[config.mk]
export PLATFORM = sky130hd
export DESIGN_NAME = vector_load_unit_flat
export DESIGN_NICKNAME = d
export VERILOG_FILES = /design/src/rtl/vector_pkg.sv /design/src/rtl/vector_load_unit_if.sv /design/src/rtl/vector_lane_assembler.sv /design/src/rtl/vector_load_unit.sv /design/src/flat_wrapper.sv
export SDC_FILE = /design/constraint.sdc
export NUM_CORES = 1
export LEC_CHECK = 0
export CORE_ASPECT_RATIO = 1.5
export CORE_MARGIN = 2
export CORE_UTILIZATION = 50
export DETAILED_ROUTE_END_ITERATION = 8
export PLACE_DENSITY = 0.71
export REMOVE_ABC_BUFFERS = 1
export SLEW_MARGIN = 10
export SYNTH_ARGS = -nofsm -noshare
export SYNTH_HDL_FRONTEND = slang
export SYNTH_HIERARCHICAL = 1
export SYNTH_SLANG_ARGS = --single-unit
[constraint.sdc]
create_clock -name clk -period 11.2 [get_ports clk]
set_clock_uncertainty 0.05 [all_clocks]
set_input_delay 3.36 -clock clk [delete_from_list [all_inputs] [get_ports clk]]
set_output_delay 3.36 -clock clk [all_outputs]
set_load 0.01 [all_outputs]
[src/rtl/vector_pkg.sv]
// Shared constants and types for the vector load path.
// Also provides the per-lane address step helper.
package vector_pkg;

    localparam int LANES      = 16;
    localparam int LANE_W     = 8;
    localparam int ADDR_W     = 12;
    localparam int VEC_W      = LANES * LANE_W;
    localparam int LANE_IDX_W = 4;

    typedef logic [LANE_IDX_W-1:0] lane_idx_t;

    typedef enum logic [1:0] {
        IDLE  = 2'd0,
        REQ   = 2'd1,
        DRAIN = 2'd2
    } vload_state_t;

    localparam lane_idx_t LAST_LANE = 4'd15;

    // Address of the next lane; wraps modulo the data-memory size.
    function automatic logic [ADDR_W-1:0] next_lane_addr(
        input logic [ADDR_W-1:0] addr,
        input logic [ADDR_W-1:0] step
    );
        return addr + step;
    endfunction

endpackage

[src/rtl/vector_load_unit_if.sv]
// Byte-wide data-memory read port used by the vector load unit.
// master = load unit (requester), slave = memory/arbiter side.
interface vector_load_unit_if;
    import vector_pkg::*;

    logic              mem_rd_en;
    logic [ADDR_W-1:0] mem_addr;
    logic              mem_gnt;
    logic [LANE_W-1:0] mem_rdata;

    modport master (
        output mem_rd_en,
        output mem_addr,
        input  mem_gnt,
        input  mem_rdata
    );

    modport slave (
        input  mem_rd_en,
        input  mem_addr,
        output mem_gnt,
        output mem_rdata
    );

endinterface

[src/rtl/vector_lane_assembler.sv]
// Lane-indexed byte writes into a 128-bit assembly buffer plus the committed vector register.
// The commit sees the buffer including a capture happening on the same edge.
module vector_lane_assembler
    import vector_pkg::*;
(
    input  logic              clk,
    input  logic              rst,
    input  logic              cap_en,
    input  lane_idx_t         cap_lane,
    input  logic [LANE_W-1:0] cap_data,
    input  logic              commit,
    output logic [VEC_W-1:0]  vector_out
);

    logic [VEC_W-1:0] buf_r;
    logic [VEC_W-1:0] buf_next_s;
    logic [VEC_W-1:0] vec_r;

    // Merge the pending byte into its lane.
    always_comb begin
        buf_next_s = buf_r;
        if (cap_en) begin
            buf_next_s[cap_lane*LANE_W +: LANE_W] = cap_data;
        end else begin
            buf_next_s = buf_r;
        end
    end

    // Assembly buffer and committed vector registers.
    always_ff @(posedge clk or posedge rst) begin
        if (rst) begin
            buf_r <= {VEC_W{1'b0}};
            vec_r <= {VEC_W{1'b0}};
        end else begin
            buf_r <= buf_next_s;
            if (commit) begin
                vec_r <= buf_next_s;
            end
        end
    end

    assign vector_out = vec_r;

endmodule

[src/rtl/vector_load_unit.sv]
// Gathers LANES consecutive (or strided) bytes from data memory into one vector.
// Optional macro VLOAD_STRIDE_EN adds a per-load stride input; otherwise stride is 1.
module vector_load_unit
    import vector_pkg::*;
(
    input  logic                  clk,
    input  logic                  rst,
    input  logic                  start,
    input  logic [ADDR_W-1:0]     base_addr,
`ifdef VLOAD_STRIDE_EN
    input  logic [ADDR_W-1:0]     stride,
`endif
    vector_load_unit_if.master    mem,
    output logic                  busy,
    output logic                  done,
    output logic [VEC_W-1:0]      vector_out
);

    vload_state_t      state_r;
    vload_state_t      next_state_s;

    logic              rd_en_r;
    logic              rd_en_nxt_s;
    logic [ADDR_W-1:0] addr_r;
    logic [ADDR_W-1:0] addr_nxt_s;
    logic [ADDR_W-1:0] stride_r;
    logic [ADDR_W-1:0] stride_nxt_s;
    logic [ADDR_W-1:0] stride_in_s;
    logic              busy_r;
    logic              busy_nxt_s;
    logic              done_r;
    logic              done_nxt_s;
    lane_idx_t         lane_r;
    lane_idx_t         lane_nxt_s;
    logic              pend_r;
    logic              pend_nxt_s;
    lane_idx_t         pend_lane_r;
    lane_idx_t         pend_lane_nxt_s;
    logic              commit_s;
    logic              gnt_fire_s;

`ifdef VLOAD_STRIDE_EN
    assign stride_in_s = stride;
`else
    assign stride_in_s = {{(ADDR_W-1){1'b0}}, 1'b1};
`endif

    assign gnt_fire_s = (state_r == REQ) && mem.mem_gnt;

    // State register.
    always_ff @(posedge clk or posedge rst) begin
        if (rst) begin
            state_r <= IDLE;
        end else begin
            state_r <= next_state_s;
        end
    end

    // Next-state logic.
    always_comb begin
        next_state_s = state_r;
        case (state_r)
            IDLE: begin
                if (start) begin
                    next_state_s = REQ;
                end else begin
                    next_state_s = IDLE;
                end
            end
            REQ: begin
                if (gnt_fire_s && (lane_r == LAST_LANE)) begin
                    next_state_s = DRAIN;
                end else begin
                    next_state_s = REQ;
                end
            end
            DRAIN:   next_state_s = IDLE;
            default: next_state_s = IDLE;
        endcase
    end

    // Output/datapath next values; outputs are registered below.
    always_comb begin
        rd_en_nxt_s     = rd_en_r;
        addr_nxt_s      = addr_r;
        stride_nxt_s    = stride_r;
        busy_nxt_s      = busy_r;
        done_nxt_s      = 1'b0;
        lane_nxt_s      = lane_r;
        pend_nxt_s      = 1'b0;
        pend_lane_nxt_s = pend_lane_r;
        commit_s        = 1'b0;
        case (state_r)
            IDLE: begin
                if (start) begin
                    rd_en_nxt_s  = 1'b1;
                    addr_nxt_s   = base_addr;
                    stride_nxt_s = stride_in_s;
                    busy_nxt_s   = 1'b1;
                    lane_nxt_s   = 4'd0;
                end else begin
                    rd_en_nxt_s  = 1'b0;
                    busy_nxt_s   = 1'b0;
                end
            end
            REQ: begin
                if (gnt_fire_s) begin
                    pend_nxt_s      = 1'b1;
                    pend_lane_nxt_s = lane_r;
                    lane_nxt_s      = lane_r + 4'd1;
                    addr_nxt_s      = next_lane_addr(addr_r, stride_r);
                    if (lane_r == LAST_LANE) begin
                        rd_en_nxt_s = 1'b0;
                    end else begin
                        rd_en_nxt_s = 1'b1;
                    end
                end else begin
                    rd_en_nxt_s = 1'b1;
                end
            end
            DRAIN: begin
                // Final lane is captured on this same edge, so the commit sees a full buffer.
                commit_s    = 1'b1;
                busy_nxt_s  = 1'b0;
                done_nxt_s  = 1'b1;
                rd_en_nxt_s = 1'b0;
            end
            default: begin
                rd_en_nxt_s = 1'b0;
                busy_nxt_s  = 1'b0;
            end
        endcase
    end

    // Registered outputs and load context.
    always_ff @(posedge clk or posedge rst) begin
        if (rst) begin
            rd_en_r     <= 1'b0;
            addr_r      <= {ADDR_W{1'b0}};
            stride_r    <= {ADDR_W{1'b0}};
            busy_r      <= 1'b0;
            done_r      <= 1'b0;
            lane_r      <= 4'd0;
            pend_r      <= 1'b0;
            pend_lane_r <= 4'd0;
        end else begin
            rd_en_r     <= rd_en_nxt_s;
            addr_r      <= addr_nxt_s;
            stride_r    <= stride_nxt_s;
            busy_r      <= busy_nxt_s;
            done_r      <= done_nxt_s;
            lane_r      <= lane_nxt_s;
            pend_r      <= pend_nxt_s;
            pend_lane_r <= pend_lane_nxt_s;
        end
    end

    vector_lane_assembler u_asm (
        .clk        (clk),
        .rst        (rst),
        .cap_en     (pend_r),
        .cap_lane   (pend_lane_r),
        .cap_data   (mem.mem_rdata),
        .commit     (commit_s),
        .vector_out (vector_out)
    );

    assign mem.mem_rd_en = rd_en_r;
    assign mem.mem_addr  = addr_r;
    assign busy          = busy_r;
    assign done          = done_r;

endmodule

[src/flat_wrapper.sv]
// flat-port wrapper written by rule: the top's interface ports become plain ports
module vector_load_unit_flat import vector_pkg::*;
  (clk, rst, start, base_addr, busy, done, vector_out, mem_mem_rd_en, mem_mem_addr, mem_mem_gnt, mem_mem_rdata);
  vector_load_unit_if mem_i ();
  input  logic clk;
  input  logic rst;
  input  logic start;
  input  logic [ADDR_W-1:0] base_addr;
  output logic busy;
  output logic done;
  output logic [VEC_W-1:0] vector_out;
  output wire logic [$bits(mem_i.mem_rd_en)-1:0] mem_mem_rd_en;
  output wire logic [$bits(mem_i.mem_addr)-1:0] mem_mem_addr;
  input wire logic [$bits(mem_i.mem_gnt)-1:0] mem_mem_gnt;
  input wire logic [$bits(mem_i.mem_rdata)-1:0] mem_mem_rdata;
  assign mem_mem_rd_en = mem_i.mem_rd_en;
  assign mem_mem_addr = mem_i.mem_addr;
  assign mem_i.mem_gnt = mem_mem_gnt;
  assign mem_i.mem_rdata = mem_mem_rdata;
  vector_load_unit u_core (.clk(clk), .rst(rst), .start(start), .base_addr(base_addr), .mem(mem_i), .busy(busy), .done(done), .vector_out(vector_out));
endmodule
# Word-level counts from Yosys, hierarchy flattened
# Index checks and enable logic that the tools add are counted.
# op_classes
n_shift	2
addsub	3
n_mux	19
n_eq_ne	5
n_reduce_logical	7
# ops
op	n
$bwmux 128	1
$mux 128	1
$shift 8x34->128 const A	1
$shiftx 8x34->128	1
$neg 7->34	1
$mux 12	2
$pmux 12 s2	1
$add 12x1->12	1
$mux 4	2
$pmux 4 s2	1
$mux 1	7
$add 4x1->4 const B	1
$eq 4x4->1 const B	1
$pmux 1 s2	2
$pmux 2 s2	1
$reduce_and 2->1	2
$reduce_and 3->1	1
$eq 2x1->1 const B	1
$eq 2x2->1 const B	1
$logic_and 1x1->1	2
$logic_not 2->1	1
$mux 2	1
$ne 2x1->1 const B	1
$ne 2x2->1 const B	1
$reduce_bool 2->1	1
# totals
in_bits	24
word_cells	47
out_inout_bits	143
register_bits	283

# Depth between registers and ports, before layout
# logic_depth
ltp_word	5
depth_mapped	9
depth_no_buf	6

# By module
# Netlist, hierarchy kept.
# by_module_without_submodules
mod	instances	cells_per_inst	area_per_inst_um2	seq_area_each_um2
vector_lane_assembler	1	1013	10517.6	6406.1
vector_load_unit	1	135	1397.6	675.6

# Least setup slack after synthesis
# No wires, ideal clock.
# synth_timing
kind	input -> register
from	input mem_mem_rdata[0]
to	register u_core.u_asm.vec_r[32], in the netlist u_core/u_asm/vector_out[32]
path_slack_ns	6.873
arrival_time_ns	4.195
stages	4
path_buffers	0
setup_ns	0.082
cell_sequence	nand2b_1 > or3_1 > or2_2 > a31oi_1
# synth_between
elab_chain_len	3
# synth_lines
element	line	source
start, declared	flat_wrapper.sv:15	input wire logic [$bits(mem_i.mem_rdata)-1:0] mem_mem_rdata;
$shiftx 8x34->128	vector_lane_assembler.sv:23	buf_next_s[cap_lane*LANE_W +: LANE_W] = cap_data;
$bwmux 128	vector_lane_assembler.sv:23	
$mux 128	vector_lane_assembler.sv:22	if (cap_en) begin
end signal, assigned	vector_lane_assembler.sv:33	vec_r <= {VEC_W{1'b0}};
end signal, assigned	vector_lane_assembler.sv:37	vec_r <= buf_next_s;
end, declared	vector_lane_assembler.sv:17	logic [VEC_W-1:0] vec_r;
# Every way passes these cells.
# A chain may end at the register's enable or synchronous reset.

# Worst setup path after layout
# layout_timing
from	register u_core.addr_r[7], in the netlist u_core/mem.mem_addr[7]
to	output mem_mem_addr[7]
# layout_rtl
element	line	source
start, declared	vector_load_unit.sv:24	logic [ADDR_W-1:0] addr_r;
start signal, assigned	vector_load_unit.sv:139	addr_r <= {ADDR_W{1'b0}};
start signal, assigned	vector_load_unit.sv:148	addr_r <= addr_nxt_s;
end, declared	flat_wrapper.sv:13	output wire logic [$bits(mem_i.mem_addr)-1:0] mem_mem_addr;
# No word-level cell between the ends.

==> flow_metrics.py <==
metrics = {
    "setup_path": {
        "cp-end-kind": "primary output",
        "crit_chain": "clkdlybuf4s50_1",
        "crit_buf_inv": 1,
        "cp-startpoint": "u_core/mem.mem_addr[7]",
        "critical_path_required_ns": 7.79,
        "critical-path-top-delay-family": "buffers and inverters",
        "crit_type": "reg2out",
        "critPathMaxStageDelay_ns": 0.58,
        "cp-start-kind": "register",
        "timing.rr.start": "u_core/pend_lane_r[2]",
        "arrival_ns": 1.57,
        "critical_path_peak_fanout": 6,
        "cpMaxStageDelayCell": "clkdlybuf4s50_1",
    },
    "pwr": {
        "power_per_cell_area_nw_per_um2": 242.6,
        "leakage_nw": 6.259,
        "ir_drop_mv": 0.1944,
    },
    "clock_tree": {
        "cts_resized": 0,
        "clk_path_buf_depth": 3,
        "cts_num_sinks": 283,
        "insertion_delay_ns": 0.53,
        "cts_max_level": 1,
        "cts_tree": "done",
        "cts_buffers": 27,
        "root_buffer": "clkbuf_16",
        "holdBufCountCts": 0,
        "postCtsSetupBuffers": 0,
        "cts.clk_slew.worst_paths_ns": 0.06,
    },
    "layout": {
        "fillers": 1959,
        "multi_input_comb_area_um2": 4446,
        "layout_common_cells": "dfrtp_1, nand2_1, clkdlybuf4s50_1, nor2_1, a31oi_1",
        "layout.nets": 1309,
        "area_growth_pct": 22.78,
        "antenna_cells": 0,
        "layout-drive-gt1-share_pct": 10.56,
        "seqCellArea_um2": 7082,
        "final_common_cell": "dfrtp_1",
    },
    "worst_hold_path": {
        "worstHoldStart": "u_core/u_asm/buf_r[4]",
        "min_path_type": "reg2reg",
    },
    "timing": {
        "clock.fmax_ghz": 0.2008,
        "hold_viol_final": 0,
        "rsz0062_at_grt": "no",
        "post-route-period-util_pct": 44.47,
        "tightest_slew_ns": 1.177,
        "fin_crit_ns": 4.981,
        "whs_ns": 0.4113,
        "finalSetupTns_ns": 0,
        "final_max_slew_viol_count": 0,
        "relSlewSlack_pct": 21.21,
        "setup_viol": 0,
    },
    "global_route": {
        "gr-total-overflow": 0,
        "grt_max_degree": 135,
        "first_global_vias": 8827,
        "antenna_found_initial": 0,
        "grt_use_total_pct": 23.47,
        "grt_pass1_wl_mm": 46.77,
    },
    "logic_synthesis": {
        "synth_flop_cell": "dfrtp_1",
        "synth_top_area_cell": "dfrtp_1",
        "synthArstFlopShare_pct": 100.0,
        "netlist_instances": 1148,
        "synth-seq-area-share_pct": 59.44,
        "synth.area.top_cells": "dfrtp_1, nand2_1, a31oi_1",
        "ys_types": 58,
        "synth_edf_count": 0,
        "synth_area_um2": 11920,
        "synth_seq_cells": 283,
        "synth_top_area_share_pct": 59.44,
        "yosysWarnings": 6,
        "synth.avg_cell_area_um2": 10.38,
    },
    "die": {
        "io_pins": 167,
        "die_x_um": 130.0,
        "fp-row-count": 69,
        "start_util_pct": 50.55,
        "dieArea_um2": 25110,
        "die_y_um": 193.1,
        "core_area_um2": 23570,
    },
    "routing": {
        "detail_route.wl_per_cell_um": 18.14,
        "drc_errors": 0,
        "viasPerCell": 5.681,
        "dr.pass1.iters": 5,
        "drt_iter0_markers": 723,
        "ant_nets": 0,
        "routed_wl_mm": 29.32,
        "vias": 9180,
    },
    "job": {
        "cap_violations": 0,
    },
    "placement": {
        "io_buffers": 166,
        "gp_congestion": 0.8057,
        "dpl.hpwl_mm": 19.04,
    },
    "status": {
        "status": "complete, no violations",
    },
}
[metrics by stage]
stage	util, %	power (mW)	cells	instance area (um2)	setup slack, ns
after floorplan	-	2.201	1068	11560	0.7483
after global placement	58.32	2.621	1568	13750	5.675
after detailed placement	58.32	2.660	1568	13750	5.637
after CTS	62.07	3.571	1616	14630	6.187
after global routing	62.07	3.773	1616	14630	5.939
final	62.07	3.550	1616	14630	6.219
[final timing paths]
kind | end | slack (ns) | cells after the start
worst max-delay path | mem_mem_addr[7] | 6.22 | 1
worst min-delay path | u_core/u_asm/buf_r[4] | 0.41 | 2
worst max register to register | u_core/u_asm/vector_out[49] | 7.18 | 7
worst min register to register | u_core/u_asm/buf_r[4] | 0.41 | 2
max in group asynchronous | u_core/u_asm/vector_out[12] | 6.25 | 3
min in group asynchronous | u_core/u_asm/vector_out[102] | 3.42 | 2
[Yosys cell counts (9+ instances only)]
cell / n
o21ai_0: 89
a31oi_1: 91
o221ai_1: 9
mux2_2: 20
o22ai_1: 11
or3_1: 17
a21oi_1: 41
dfrtp_1: 283
clkbuf_1: 51
nand2b_1: 17
nand2_1: 191
buf_2: 20
and3_1: 12
nor3_1: 10
nor2_1: 102
nand4_1: 24
nand3_1: 34
mux2_4: 17
or2_2: 11
[metal layers]
metal / GRT usage, % / vias up / routed length (um)
met5: 0 / - / 0
met4: 6.907 / 0 / 717
met3: 3.091 / 61 / 1598
met2: 38.70 / 295 / 14570
met1: 32.74 / 4530 / 12430
li1: - / 4294 / -
[layout make-up]
type                            instances  area share, %
Timing Repair Buffer                  181          12.13
Tap cell                              319          2.728
Sequential cell                       283          48.41
Multi-Input combinational cell        775          30.39
Clock inverter                         17          1.043
Inverter                               10         0.3079
Clock buffer                           31          4.995
[flip-flops by register name (all words and copies together), names as in the netlist]
signal                   flops
u_core/u_asm/vector_out    128
u_core/state_r               2
u_core/pend_r                1
u_core/lane_r                4
u_core/stride_r              1
u_core/done                  1
u_core/busy                  1
u_core/u_asm/buf_r         128
u_core/mem.mem_addr         12
u_core/pend_lane_r           4
u_core/mem.mem_rd_en         1
[logic make-up after synthesis]
group	Yosys count	synth area share, %
AO/OA/AOI/OAI	281	14.71
AND/OR/NAND/NOR	445	17.32
multiplexers	38	4.116
flip-flops	283	59.44
XOR/XNOR	4	0.3571
adder cells (fa/ha/maj)	7	0.7350
buffers and inverters	90	3.329
[report_power, final]
part	switching, mW	internal (mW)	total (mW)
sequential	0.146	1.32	1.46
combinational	0.750	0.436	1.19
clock	0.386	0.515	0.901
Note: power is estimated with default switching activity, not from simulation.
